## config.mk

```make
export PLATFORM = sky130hd
export DESIGN_NAME = data_bus_arbiter
export DESIGN_NICKNAME = d
export VERILOG_FILES = /design/src/rtl/data_bus_arbiter_pkg.sv /design/src/rtl/arb_owner_fifo.sv /design/src/rtl/data_bus_arbiter.sv
export SDC_FILE = /design/constraint.sdc
export NUM_CORES = 1
export LEC_CHECK = 0
export CAP_MARGIN = 10
export CELL_PAD_IN_SITES_DETAIL_PLACEMENT = 0
export CELL_PAD_IN_SITES_GLOBAL_PLACEMENT = 1
export CORE_MARGIN = 3
export CORE_UTILIZATION = 15
export CTS_BUF_LIST = sky130_fd_sc_hd__clkbuf_4 sky130_fd_sc_hd__clkbuf_8
export DETAILED_ROUTE_END_ITERATION = 8
export GPL_TIMING_DRIVEN = 0
export PLACE_DENSITY = 0.86
export SYNTH_ARGS = -nofsm -noshare
export SYNTH_HDL_FRONTEND = slang
export SYNTH_SLANG_ARGS = --single-unit
export TNS_END_PERCENT = 5
```

## constraint.sdc

```tcl
create_clock -name clk -period 3.3 [get_ports clk]
set_input_delay 0.825 -clock clk [delete_from_list [all_inputs] [get_ports clk]]
set_output_delay 0.825 -clock clk [all_outputs]
set_load 0.05 [all_outputs]
```

## src/rtl/data_bus_arbiter_pkg.sv

```systemverilog
// Shared types and bounds for the two-requester data bus arbiter.
package data_bus_arbiter_pkg;

  typedef enum logic {
    REQ_M0 = 1'b0,
    REQ_M1 = 1'b1
  } req_id_t;

  typedef enum logic {
    LOCK_OPEN = 1'b0,
    LOCK_HELD = 1'b1
  } lock_state_t;

  localparam int unsigned MAX_OUTSTANDING_BOUND = 4;
  localparam int unsigned CNT_W                 = 3;

endpackage

```

## src/rtl/arb_owner_fifo.sv

```systemverilog
// Owner-ID FIFO recording which requester each in-flight transaction belongs to.
module arb_owner_fifo
  import data_bus_arbiter_pkg::*;
#(
  parameter int unsigned DEPTH = 2
) (
  input  logic             clk,
  input  logic             rst_n,
  input  logic             i_push,
  input  logic             i_pop,
  input  req_id_t          i_id,
  output req_id_t          o_id,
  output logic [CNT_W-1:0] o_count,
  output logic             o_full,
  output logic             o_empty
);

  localparam logic [1:0]       LAST_IDX = 2'(DEPTH - 1);
  localparam logic [CNT_W-1:0] FULL_CNT = CNT_W'(DEPTH);

  // Storage is always sized to the bound so the 2-bit pointers index it exactly.
  req_id_t          r_mem [MAX_OUTSTANDING_BOUND];
  logic [1:0]       r_wr_ptr;
  logic [1:0]       r_rd_ptr;
  logic [CNT_W-1:0] r_count;
  logic             w_do_push;
  logic             w_do_pop;

  assign o_full    = (r_count == FULL_CNT);
  assign o_empty   = (r_count == '0);
  assign o_count   = r_count;
  assign o_id      = r_mem[r_rd_ptr];
  assign w_do_push = i_push & ~o_full;
  assign w_do_pop  = i_pop & ~o_empty;

  always_ff @(posedge clk) begin
    if (w_do_push) r_mem[r_wr_ptr] <= i_id;
  end

  always_ff @(posedge clk or negedge rst_n) begin
    if (!rst_n) begin
      r_wr_ptr <= '0;
      r_rd_ptr <= '0;
      r_count  <= '0;
    end else begin
      if (w_do_push) r_wr_ptr <= (r_wr_ptr == LAST_IDX) ? 2'd0 : r_wr_ptr + 2'd1;
      if (w_do_pop)  r_rd_ptr <= (r_rd_ptr == LAST_IDX) ? 2'd0 : r_rd_ptr + 2'd1;
      case ({w_do_push, w_do_pop})
        2'b10:   r_count <= r_count + 3'd1;
        2'b01:   r_count <= r_count - 3'd1;
        default: r_count <= r_count;
      endcase
    end
  end

endmodule

```

## src/rtl/data_bus_arbiter.sv

```systemverilog
// Two-requester data bus arbiter with outstanding-transaction tracking.
// Define DBUS_ARB_RR_EN for round-robin tie-break; default is fixed m0 priority.
module data_bus_arbiter
  import data_bus_arbiter_pkg::*;
#(
  parameter int unsigned MAX_OUTSTANDING = 2,
  parameter int unsigned ADDR_W          = 32
) (
  input  logic              clk,
  input  logic              rst_n,
  input  logic              m0_req,
  input  logic              m0_we,
  input  logic [ADDR_W-1:0] m0_addr,
  input  logic [31:0]       m0_wdata,
  input  logic              m1_req,
  input  logic              m1_we,
  input  logic [ADDR_W-1:0] m1_addr,
  input  logic [31:0]       m1_wdata,
  output logic              m0_gnt,
  output logic              m1_gnt,
  output logic              m0_rvalid,
  output logic              m1_rvalid,
  output logic [31:0]       m_rdata,
  output logic              data_req,
  output logic              data_we,
  output logic [ADDR_W-1:0] data_addr,
  output logic [31:0]       data_wdata,
  input  logic              data_gnt,
  input  logic              data_rvalid,
  input  logic [31:0]       data_rdata,
  output logic              resp_err
);

  lock_state_t      r_lock_state, w_lock_next;
  req_id_t          r_lock_id, w_lock_id_next;
  req_id_t          w_sel;
  req_id_t          w_head;
  logic [CNT_W-1:0] w_count;
  logic             w_full;
  logic             w_empty;
  logic             w_accept;
  logic             w_pop;
  logic             r_resp_err;

`ifdef DBUS_ARB_RR_EN
  req_id_t          r_last_grant;
`endif

  always_comb begin
    w_sel = REQ_M0;
    if (r_lock_state == LOCK_HELD) begin
      w_sel = r_lock_id;
    end else if (m0_req && m1_req) begin
`ifdef DBUS_ARB_RR_EN
      w_sel = (r_last_grant == REQ_M0) ? REQ_M1 : REQ_M0;
`else
      w_sel = REQ_M0;
`endif
    end else if (m1_req) begin
      w_sel = REQ_M1;
    end
  end

  // Gated by rst_n so the request drops the instant reset asserts.
  assign data_req   = rst_n & (m0_req | m1_req) & ~w_full;
  assign data_we    = (w_sel == REQ_M1) ? m1_we    : m0_we;
  assign data_addr  = (w_sel == REQ_M1) ? m1_addr  : m0_addr;
  assign data_wdata = (w_sel == REQ_M1) ? m1_wdata : m0_wdata;

  assign w_accept  = data_req & data_gnt;
  assign m0_gnt    = w_accept & (w_sel == REQ_M0);
  assign m1_gnt    = w_accept & (w_sel == REQ_M1);

  assign w_pop     = data_rvalid & ~w_empty;
  assign m0_rvalid = w_pop & (w_head == REQ_M0);
  assign m1_rvalid = w_pop & (w_head == REQ_M1);
  assign m_rdata   = data_rdata;
  assign resp_err  = r_resp_err;

  always_comb begin
    w_lock_next    = LOCK_OPEN;
    w_lock_id_next = r_lock_id;
    if (data_req && !data_gnt) begin
      w_lock_next    = LOCK_HELD;
      w_lock_id_next = w_sel;
    end
  end

  always_ff @(posedge clk or negedge rst_n) begin
    if (!rst_n) begin
      r_lock_state <= LOCK_OPEN;
      r_lock_id    <= REQ_M0;
      r_resp_err   <= 1'b0;
    end else begin
      r_lock_state <= w_lock_next;
      r_lock_id    <= w_lock_id_next;
      if (data_rvalid && (w_count == '0)) r_resp_err <= 1'b1;
    end
  end

`ifdef DBUS_ARB_RR_EN
  always_ff @(posedge clk or negedge rst_n) begin
    if (!rst_n)        r_last_grant <= REQ_M1;
    else if (w_accept) r_last_grant <= w_sel;
  end
`endif

  arb_owner_fifo #(
    .DEPTH (MAX_OUTSTANDING)
  ) u_owner_fifo (
    .clk     (clk),
    .rst_n   (rst_n),
    .i_push  (w_accept),
    .i_pop   (w_pop),
    .i_id    (w_sel),
    .o_id    (w_head),
    .o_count (w_count),
    .o_full  (w_full),
    .o_empty (w_empty)
  );

endmodule
```

==> impl_metrics.toml <==
[layout]
utilization_pct = 38.1
syn_to_final_growth_pct = 146
antenna_cells = 0
drive_gt1_share_pct = 43.1
final_area_mm2 = 0.00416
fin_nets = 572

[yosys]
synth_warnings = 0
synth.distinct_cells = 29
avgSynthCellArea_um2 = 10.9
synth_seq_cells = 14
ys_seq_area_share_pct = 21.9
syn-instance-count = 156
syn_nets = 326
syn_area_mm2 = 0.00169

[clock_tree]
ctsHoldBuffers = 0
cts.reportedPaths.clkPinSlew_ns = 0.06
htreeDepth = 1
cts_buffer_depth = 2
cts_inserted_buffers = 3
cts_tree = "done"
clock_latency_ns = 0.24
cts_root_buffer = "clkbuf_8"
cts_sinks = 14

[drt]
detail_route.wl_per_cell_um = 13.7
avgViaCountPerCell = 3.87
dr.pass1.iters = 3
drt-total-wl_um = 7390
first_iter_violations = 13
ant_nets = 0
drc = 0
vias = 2095

[die]
die_w_um = 112
start_util_pct = 15.5
core_mm2 = 0.0109
die_area_mm2 = 0.0126
ios = 271
die_h_um = 112
num_rows = 38

[power]
cellInternalPower_uw = 845
p_leak_nw = 1.78
switchingPower_uw = 805
vdd_drop_max_v = 0.000220
power_frac_seq_pct = 16.8
clkPwrFrac_pct = 8.5
p_per_area_mw_per_mm2 = 396
swShare_pct = 48.8
combPwrFrac_pct = 74.7

[global_route]
antenna_found_initial = 0
grt_max_degree = 14
grt_pass1_wl_um = 11100
globalRoute.totalOverflow = 0
grtUsageTotal_pct = 10.5
grt_pass1_vias = 2212

[critical_path]
crit_arrival_ns = 2.51
path_class = "input port to output pin"
crit_path_end_kind = "output pin"
reg2regPathDepth = 9
worstPathRequired_ns = 2.47
crit_path_max_fanout = 10
start_kind = "input port"

[placement]
gp_congestion = 0.759
placed_cell_area_mm2 = 0.00425
io_buffers = 238
dp_hpwl_um = 6630

[timing]
hold_viol = 0
fin_worst_skew_ns = 0.00135
min_period_ns = 3.34
slew_viol_final = 0
rsz0062_at_grt = "yes"
finalCritPeriodShare_pct = 101
setup_violations = 4
whs_ns = 0.459
fmax_mhz = 300
final.setup.worst_slack_ns = -0.0352
tightestPinTransition_ns = 0.553
relSlewSlack_pct = 63.0

[worst_hold_path]
worstHoldPathCells = 1
hold_class = "flip-flop to flip-flop"

[flow_run]
cap_violations = 0

[run_status]
failed_checks = "setup timing"
status = "finished, violations left"
-- path summary, 6_finish.rpt --
path,start,endpoint,slack (ns)
worst max-delay path,m0_req,data_wdata[31],-0.04
worst min-delay path,resp_err,resp_err,0.46
worst max register to register,u_owner_fifo.o_count[0],u_owner_fifo.o_count[2],1.09
worst min register to register,resp_err,resp_err,0.46
max in group asynchronous,rst_n,u_owner_fifo.r_rd_ptr[1],2.53
min in group asynchronous,rst_n,r_lock_id,0.55
-- power by group through the flow --
stage	Sequential [mW]	Combinational, mW	Clock (mW)
finish	0.277	1.23	0.141
floorplan	0.288	0.806	0
global placement	0.276	1.27	0
detailed placement	0.281	1.28	0
CTS	0.277	1.25	0.145
global route	0.288	1.30	0.152
-- cell usage in the layout (no fill, tap or decap) --
cell               n
and4_1             2
inv_1              5
nand2b_4           1
mux2_1             6
nor2_1             4
dlygate4sd2_1      5
fa_1               1
dfrtp_1           10
xor2_1             2
or3b_1             1
a21o_1             1
xnor2_1            3
buf_6              7
nand2_1            1
buf_8              1
nand2b_1           1
o21ai_4            1
edfxtp_1           4
and2_1             1
a21boi_0           1
nor3_1             4
buf_2             11
mux4_2             1
clkbuf_2           3
clkbuf_8           3
mux2_2            60
nor2b_1            1
clkdlybuf4s15_2    3
nor3b_1            1
ha_1               1
buf_4             82
a31oi_1            1
dlymetal6s2s_1     2
o21ai_1            1
mux2i_1            1
clkinv_1           1
clkdlybuf4s50_1  167
-- per-layer routing --
metal	up-vias	wire (um)	GRT usage, %
met5	-	0	0
met4	0	77	2.00
met3	6	697	2.53
met2	136	4140	20.8
met1	947	2480	11.2
li1	1006	-	-
-- cell families (layout without fill, tap and decap cells) --
group,count (synthesis),after routing,share of synthesized area [%]
mux,68,68,45.8
simple gates,17,17,6.20
flops,14,14,21.9
fa+ha+maj,2,2,1.92
compound gates,5,5,2.51
buf+inv,45,290,19.1
xor+xnor,5,5,2.59
-- state kept, by name (all words and copies together), names as in the netlist --
register / cells
r_lock_state: 1
u_owner_fifo.r_mem: 4
u_owner_fifo.r_rd_ptr: 2
u_owner_fifo.o_count: 3
resp_err: 1
u_owner_fifo.r_wr_ptr: 2
r_lock_id: 1
-- worst max-delay path: stages --
cell and delay [ns]:
clkdlybuf4s50_1 0.42, nand2b_4 0.15, o21ai_4 0.18, buf_6 0.18
mux2_2 0.33, dlygate4sd2_1 0.43
-- cell usage after synthesis --
cell type / count / share of area (%)
mux2_1: 6 / 4.0
buf_4: 37 / 16
dfrtp_1: 10 / 15
ha_1: 1 / 0.74
o21ai_1: 1 / 0.30
inv_1: 5 / 1.1
a21boi_0: 1 / 0.44
buf_6: 2 / 1.3
a21o_1: 1 / 0.44
edfxtp_1: 4 / 7.1
nand2b_4: 1 / 0.81
nor2_1: 4 / 0.89
nand2_1: 1 / 0.22
xor2_1: 2 / 1.0
nor2b_1: 1 / 0.37
fa_1: 1 / 1.2
nor3b_1: 1 / 0.44
and4_1: 2 / 1.0
buf_2: 1 / 0.30
xnor2_1: 3 / 1.6
nand2b_1: 1 / 0.37
nor3_1: 4 / 1.2
a31oi_1: 1 / 0.37
and2_1: 1 / 0.37
o21ai_4: 1 / 0.96
mux4_2: 1 / 1.3
or3b_1: 1 / 0.52
mux2i_1: 1 / 0.59
mux2_2: 60 / 40
-- stage by stage --
stage	total power [mW]	std cells	setup WS, ns	TNS [ns]
after floorplan	1.09	156	0.319	0
after global placement	1.54	534	-0.797	-39.46
after detailed placement	1.56	534	-0.821	-40.08
after CTS	1.67	541	-0.108	-1.72
after global routing	1.74	541	-0.131	-2.51
final	1.65	541	-0.0352	-0.126
-- repair_timing --
item	4_1_cts	5_1_grt
gates resized for setup	359	11
setup buffers	3	0
pin swaps	1	1
setup endpoints to repair	68	68
-- final cells by class --
class	instances	area, um2
buffer	40	328
fill	1112	6770
timing repair buffer	241	2230
tap	140	175
clock inverter	1	3.75
sequential	14	370
multi-input combinational	97	1000
inverter	5	18.8
clock buffer	3	41.3
Power figures use the tool's default switching activity.
